--- src/rtl/pulse_train_arbiter_if.sv ---
`default_nettype none
// ============================================================================
// Module   : pulse_train_arbiter_if
// Purpose  : Request/config inputs and shared pulse-train outputs of the
//            two-requester pulse-train arbiter.
// Revision : 1.0 - initial release
// ============================================================================
interface pulse_train_arbiter_if #(
  parameter int CW = 8
);
  logic          req0;
  logic [CW-1:0] hi0;
  logic [CW-1:0] lo0;
  logic [CW-1:0] cnt0;
  logic          req1;
  logic [CW-1:0] hi1;
  logic [CW-1:0] lo1;
  logic [CW-1:0] cnt1;
  logic [1:0]    grant;
  logic          signal;
  logic          busy;
  logic          done0;
  logic          done1;

  // Requester side: drives requests and configuration, observes the train
  modport master (
    output req0, hi0, lo0, cnt0, req1, hi1, lo1, cnt1,
    input  grant, signal, busy, done0, done1
  );

  // Arbiter side
  modport slave (
    input  req0, hi0, lo0, cnt0, req1, hi1, lo1, cnt1,
    output grant, signal, busy, done0, done1
  );
endinterface
`default_nettype wire

--- src/rtl/pulse_train_arbiter.sv ---
`default_nettype none
// ============================================================================
// Module   : pulse_train_arbiter
// Purpose  : Round-robin sharing of one registered pulse-train output between
//            two requesters; each supplies high width, low width and count.
// Revision : 1.0 - initial release
// ============================================================================
module pulse_train_arbiter #(
  parameter int CW = 8
) (
  input  wire logic            clock,
  input  wire logic            reset,
  pulse_train_arbiter_if.slave bus
);

  typedef enum logic [1:0] {
    IDLE   = 2'd0,
    HIGH   = 2'd1,
    LOW    = 2'd2,
    FINISH = 2'd3
  } state_t;

  state_t        state;
  logic          last;      // index of the most recent winner
  logic [CW-1:0] hi_len;    // latched high width (0 promoted to 1)
  logic [CW-1:0] lo_len;    // latched low width (0 promoted to 1)
  logic [CW-1:0] rem;       // pulses still to finish, including current one
  logic [CW-1:0] tmr;       // cycles left in the current phase
  logic [1:0]    owner;
  logic          pulse;
  logic          busy_q;
  logic          done0_q;
  logic          done1_q;

  logic          pick1;
  logic          any_req;
  logic [CW-1:0] sel_hi;
  logic [CW-1:0] sel_lo;
  logic [CW-1:0] sel_cnt;

  // Winner selection: a lone requester wins; on contention the one that
  // did not win last time is served.
  always_comb begin
    any_req = bus.req0 | bus.req1;
    pick1   = bus.req1 & (~bus.req0 | ~last);
    sel_hi  = pick1 ? bus.hi1  : bus.hi0;
    sel_lo  = pick1 ? bus.lo1  : bus.lo0;
    sel_cnt = pick1 ? bus.cnt1 : bus.cnt0;
    if (sel_hi == '0) sel_hi = CW'(1);
    if (sel_lo == '0) sel_lo = CW'(1);
  end

  // Arbitration and train-generation state machine with registered outputs
  always_ff @(posedge clock) begin
    if (reset) begin
      state   <= IDLE;
      last    <= 1'b1;
      hi_len  <= '0;
      lo_len  <= '0;
      rem     <= '0;
      tmr     <= '0;
      owner   <= 2'b00;
      pulse   <= 1'b0;
      busy_q  <= 1'b0;
      done0_q <= 1'b0;
      done1_q <= 1'b0;
    end else begin
      case (state)
        IDLE: begin
          done0_q <= 1'b0;
          done1_q <= 1'b0;
          if (any_req) begin
            last   <= pick1;
            owner  <= pick1 ? 2'b10 : 2'b01;
            busy_q <= 1'b1;
            hi_len <= sel_hi;
            lo_len <= sel_lo;
            rem    <= sel_cnt;
            if (sel_cnt != '0) begin
              state <= HIGH;
              pulse <= 1'b1;
              tmr   <= sel_hi;
            end else begin
              // Zero-count train holds the grant for two cycles, no pulses
              state <= FINISH;
              pulse <= 1'b0;
              tmr   <= CW'(2);
            end
          end
        end
        HIGH: begin
          if (tmr == CW'(1)) begin
            state <= LOW;
            pulse <= 1'b0;
            tmr   <= lo_len;
          end else begin
            tmr <= tmr - CW'(1);
          end
        end
        LOW: begin
          if (tmr == CW'(1)) begin
            if (rem == CW'(1)) begin
              state   <= IDLE;
              owner   <= 2'b00;
              busy_q  <= 1'b0;
              done0_q <= owner[0];
              done1_q <= owner[1];
            end else begin
              rem   <= rem - CW'(1);
              state <= HIGH;
              pulse <= 1'b1;
              tmr   <= hi_len;
            end
          end else begin
            tmr <= tmr - CW'(1);
          end
        end
        FINISH: begin
          if (tmr == CW'(1)) begin
            state   <= IDLE;
            owner   <= 2'b00;
            busy_q  <= 1'b0;
            done0_q <= owner[0];
            done1_q <= owner[1];
          end else begin
            tmr <= tmr - CW'(1);
          end
        end
        default: begin
          state  <= IDLE;
          owner  <= 2'b00;
          busy_q <= 1'b0;
          pulse  <= 1'b0;
        end
      endcase
    end
  end

  assign bus.grant  = owner;
  assign bus.signal = pulse;
  assign bus.busy   = busy_q;
  assign bus.done0  = done0_q;
  assign bus.done1  = done1_q;

endmodule
`default_nettype wire
--- src/flat_wrapper.sv ---
// flat-port wrapper written by rule: the top's interface ports become plain ports
module pulse_train_arbiter_flat 
#(
  parameter int CW = 8
)
  (clock, reset, bus_req0, bus_hi0, bus_lo0, bus_cnt0, bus_req1, bus_hi1, bus_lo1, bus_cnt1, bus_grant, bus_signal, bus_busy, bus_done0, bus_done1);
  pulse_train_arbiter_if #(.CW(CW)) bus_i ();
  input  wire logic clock;
  input  wire logic reset;
  input wire logic [$bits(bus_i.req0)-1:0] bus_req0;
  input wire logic [$bits(bus_i.hi0)-1:0] bus_hi0;
  input wire logic [$bits(bus_i.lo0)-1:0] bus_lo0;
  input wire logic [$bits(bus_i.cnt0)-1:0] bus_cnt0;
  input wire logic [$bits(bus_i.req1)-1:0] bus_req1;
  input wire logic [$bits(bus_i.hi1)-1:0] bus_hi1;
  input wire logic [$bits(bus_i.lo1)-1:0] bus_lo1;
  input wire logic [$bits(bus_i.cnt1)-1:0] bus_cnt1;
  output wire logic [$bits(bus_i.grant)-1:0] bus_grant;
  output wire logic [$bits(bus_i.signal)-1:0] bus_signal;
  output wire logic [$bits(bus_i.busy)-1:0] bus_busy;
  output wire logic [$bits(bus_i.done0)-1:0] bus_done0;
  output wire logic [$bits(bus_i.done1)-1:0] bus_done1;
  assign bus_i.req0 = bus_req0;
  assign bus_i.hi0 = bus_hi0;
  assign bus_i.lo0 = bus_lo0;
  assign bus_i.cnt0 = bus_cnt0;
  assign bus_i.req1 = bus_req1;
  assign bus_i.hi1 = bus_hi1;
  assign bus_i.lo1 = bus_lo1;
  assign bus_i.cnt1 = bus_cnt1;
  assign bus_grant = bus_i.grant;
  assign bus_signal = bus_i.signal;
  assign bus_busy = bus_i.busy;
  assign bus_done0 = bus_i.done0;
  assign bus_done1 = bus_i.done1;
  pulse_train_arbiter #(.CW(CW)) u_core (.clock(clock), .reset(reset), .bus(bus_i));
endmodule
--- config.mk ---
export PLATFORM = sky130hd
export DESIGN_NAME = pulse_train_arbiter_flat
export DESIGN_NICKNAME = d
export VERILOG_FILES = /design/src/rtl/pulse_train_arbiter_if.sv /design/src/rtl/pulse_train_arbiter.sv /design/src/flat_wrapper.sv
export SDC_FILE = /design/constraint.sdc
export NUM_CORES = 1
export LEC_CHECK = 0
export ABC_AREA = 1
export CORE_ASPECT_RATIO = 0.75
export CORE_MARGIN = 4
export CORE_UTILIZATION = 40
export DETAILED_ROUTE_END_ITERATION = 16
export HOLD_SLACK_MARGIN = 0.15
export PLACE_DENSITY_LB_ADDON = 0.05
export SYNTH_ARGS = -nofsm -noshare
export SYNTH_HDL_FRONTEND = slang
export SYNTH_SLANG_ARGS = --single-unit
--- constraint.sdc ---
create_clock -name clock -period 1.8 [get_ports clock]
set_input_delay 0.18 -clock clock [delete_from_list [all_inputs] [get_ports clock]]
set_output_delay 0.18 -clock clock [all_outputs]
set_load 0.005 [all_outputs]
==> Implementation_results.wiki <==
{| class="wikitable"
! Metric !! Value
|-
| Result of the run || finished clean
|-
| Worst-case reg-to-reg path depth || 9
|-
| Final hold viol count || 0
|-
| Slowest cell delay on critical path || 320 ps
|-
| Data required, critical path || just under 2000 ps
|-
| GRT Overall Usage || 19.94%
|-
| Clock tree sinks || between 40 and 50
|-
| Worst Hold Path Cells || 2
|-
| Vias || 3099
|-
| Worst Slack Setup Final || roughly 150 ps
|-
| Number of core rows || 26
|-
| Most numerous cell on the critical path || nand2_1
|-
| Post-synth top area share || between 20% and 30%
|-
| Total routed wire length on the met1 layer || 4.541 mm
|-
| Final max-slew violation count || 0
|-
| Period Utilization, post-route || between 90% and 100%
|-
| Pin count of the biggest net entering global routing || 31
|-
| Area of the mapped netlist || around 2800 µm²
|-
| Post-Synthesis Net Count || 520
|-
| CTS H-Tree Depth || 2
|-
| Leading area contributor after synthesis || dfxtp_1
|-
| Number of antenna violations at the first check in global routing || 0
|-
| Unrepaired setup endpoints after global routing || false
|-
| Capture instance of the worst register-to-register path || u_core.tmr[0]
|-
| Sequential area share after synthesis || 28.89%
|-
| Critical R2R Launch || u_core.rem[3]
|-
| Worst setup EP type || flop
|-
| Die Height || roughly 81 µm
|-
| Number of non-filler instances in the completed layout || 648
|-
| IR drop worst, VDD || between 0.6 and 0.7 mV
|-
| Start point of the worst min-delay path || u_core.bus.busy
|-
| Area of the multi-input gates || roughly 1700 µm²
|-
| Number of global-route vias before repair || 2902
|-
| Number of standard cells after synthesis || 460
|-
| Flip-flop cell with the highest count after synthesis || dfxtp_1
|-
| Cells along the critical path || inv_1, nand2_1, nor2_1, nand3_1, nand2_1, a21oi_2, buf_4, o21ai_0, a21oi_1
|-
| Arrival time reported for the critical path endpoint || 1840 ps
|-
| Layout Skew || 7.954 ps
|-
| Min Clock Period, post-route || between 1500 and 2000 ps
|-
| Maximum count of clock buffers along a single path || 2
|-
| Number of diodes || 0
|-
| Commonest non-fill, non-tap cell in the layout || nand2_1
|-
| Post-layout instance area || 3943 µm²
|-
| Met3 routed wirelength || between 500 and 600 µm
|-
| Pwr dens || 1355 nW/µm²
|-
| Starting utilization of the core area || between 40% and 50%
|-
| FF/Latch Area || around 820 µm²
|-
| Hold WC Path Type || flop to flop
|-
| Fillers || 690
|-
| Simple-gate portion of the synthesized area || between 30% and 40%
|-
| Clock-pin transition on the worst setup and hold timing paths || 90 ps
|-
| Syn_area_per_cell || between 6 and 7 µm²
|-
| Clock tree root buffer cell || clkbuf_8
|-
| Max-slew headroom || roughly 80%
|-
| Area fraction in compound gates after synthesis || roughly a fifth
|-
| Least-Margin Pin Slew || 296.8 ps
|-
| Cells after DPL || 640
|-
| Multiplexer fraction of the synthesized cell area || 0.7045%
|-
| Most used cells in the layout excluding fill and tap cells || nand2_1, inv_1, clkdlybuf4s50_1
|-
| Worst skew pair latency || around 300 ps
|-
| CP max stage cell || dfxtp_1
|-
| Total of warnings raised by yosys || 0
|-
| Worst Hold Path EP || u_core.bus.busy
|-
| GP Congestion || around 0.83
|-
| Total setup violations reported at the end of the flow || 0
|-
| Clock tree from TritonCTS || done
|-
| Number of distinct library cells after synthesis || 32
|-
| Routed wire length on met2 || approximately 3.0 mm
|-
| Area growth syn-to-layout || 38.75%
|-
| Accumulated negative setup slack || 0 ps
|-
| Family of cells with the greatest summed delay on the critical path || simple AND/OR/NAND/NOR gates
|-
| Largest cells by area after synthesis || dfxtp_1, nand2_1, inv_1
|-
| Top layer used by detailed routing || met4
|-
| First-pass GRT wire length || ~14 mm
|-
| R2R setup slack || roughly 150 ps
|-
| Num ports || 58
|-
| Post-detailed-route via-to-cell ratio || about 4.8
|-
| Die extent in x || around 110 µm
|-
| Worst hold-check slack || between 400 and 500 ps
|-
| Length of the first detailed-routing pass in iterations || 5
|-
| Leakage component of the power || about 0.0019 µW
|-
| Number of max-cap violations || 0
|-
| Main combinational cell family by area after synthesis || simple AND/OR/NAND/NOR gates
|-
| Area of the core region || 6864 µm²
|-
| Setup Crit Path Kind || flop to flop
|-
| Total DRC errors in the routed layout || 0
|-
| TritonCTS Buffers || 5
|-
| Post-route antenna net violation count || 0
|-
| Highest achievable clock rate || approximately 600 MHz
|-
| Max FO, Critical Path || 9
|-
| Number of enable-type register cells in the synthesized netlist || 0
|-
| Die Footprint || roughly 8500 µm²
|-
| FFs w/ async S/R, synth || 0%
|-
| Layout net count || slightly above 600
|-
| Average wire per standard cell || between 10 and 15 µm
|-
| Total wirelength of the detailed-routed design || just over 8 mm
|-
| Proportion of layout cells with a drive suffix above 1 || 12.91%
|-
| Synth Area in Adders || approximately 3.5%
|-
| Initial drt markers || 180
|-
| Total gr overflow || 0
|-
| Buffers plus inverters on the worst setup path || 2
|-
| Worst-case setup slack after placement || -147.3 ps
|-
| Post-detail-place hpwl || between 6 and 7 mm
|-
| Cell area after placement || roughly 3800 µm²
|-
| Number of I/O port buffers || between 50 and 60
|-
| Critical Path Source Type || flop
|-
| Number of synthesized register bits || just over 40
|-
| Fraction of synthesized cell area in xor and xnor cells || under 10%
|}
## state kept, by name (all words and copies together) (netlist names)
| signal | cells |
|---|---|
| u_core.bus.busy | 1 |
| u_core.bus.done0 | 1 |
| u_core.bus.done1 | 1 |
| u_core.bus.grant | 2 |
| u_core.bus.signal | 1 |
| u_core.hi_len | 8 |
| u_core.last | 1 |
| u_core.lo_len | 8 |
| u_core.rem | 8 |
| u_core.state | 2 |
| u_core.tmr | 8 |
## per-stage QoR
step / util [%] / power [µW]
3_5_place_dp: 55.36 / 4493
2_1_floorplan: - / 3457
3_3_place_gp: 55.36 / 4474
4_1_cts: 57.11 / 5314
5_1_grt: 57.44 / 5876
6_report: 57.44 / 5344
## worst max path at each step
stage,from,end,cells past startpoint
6_report,u_core.rem[3],u_core.tmr[0],9
5_1_grt,u_core.tmr[1],u_core.tmr[2],13
4_1_cts,u_core.state[0],u_core.tmr[5],9
3_5_place_dp,bus_req0,u_core.tmr[3],12
2_1_floorplan,u_core.state[0],u_core.state[1],9
3_3_place_gp,bus_req0,u_core.tmr[3],12
## cell families after synthesis
family / after synthesis
buffers and inverters: 81
flip-flops: 41
AO/OA/AOI/OAI: 98
adder cells (fa/ha/maj): 8
AND/OR/NAND/NOR: 225
XOR/XNOR: 5
multiplexers: 2
## area by class of cell
type	instances	share of cell area, %
repair buffers	100	23.61
inverters	63	5.998
clock buffers	6	2.095
well taps	98	3.110
flip-flops and latches	41	20.82
clock inverters	2	0.9521
multi-input cells	338	43.41
## Yosys cell counts, types with 4 or more instances
cell type,n
buf_2,6
clkbuf_1,5
inv_1,60
a31oi_1,4
xor2_1,5
a22o_1,6
nor2_1,25
nand3b_1,14
o21ai_0,39
nand4_1,4
dfxtp_1,41
nand3_1,33
nand2_1,140
ha_1,8
a21oi_1,40
## where the power goes
part	internal [µW]	switching, µW	total (µW)
logic	1270	1770	3040
registers	1260	235	1500
clock network	452	352	803
total	2980	2360	5340
## routing by layer
layer  vias to the layer above  global-route usage [%]
met2                        99                   27.80
met5                         -                       0
met1                      1340                   31.11
met4                         0                   4.063
met3                         4                   3.971
li1                       1656                       -
## tightest hold or removal path, stage by stage, from the launching register on
cell,delay (ps)
dfxtp_1,320
nand2_1,60
a21oi_1,50
## timing repair
item	4_1_cts	5_1_grt
resized for setup	0	8
endpoints found under the setup margin	0	22
setup buffers	0	0
hold buffers	0	0
Note: power is estimated with default switching activity, not from simulation.
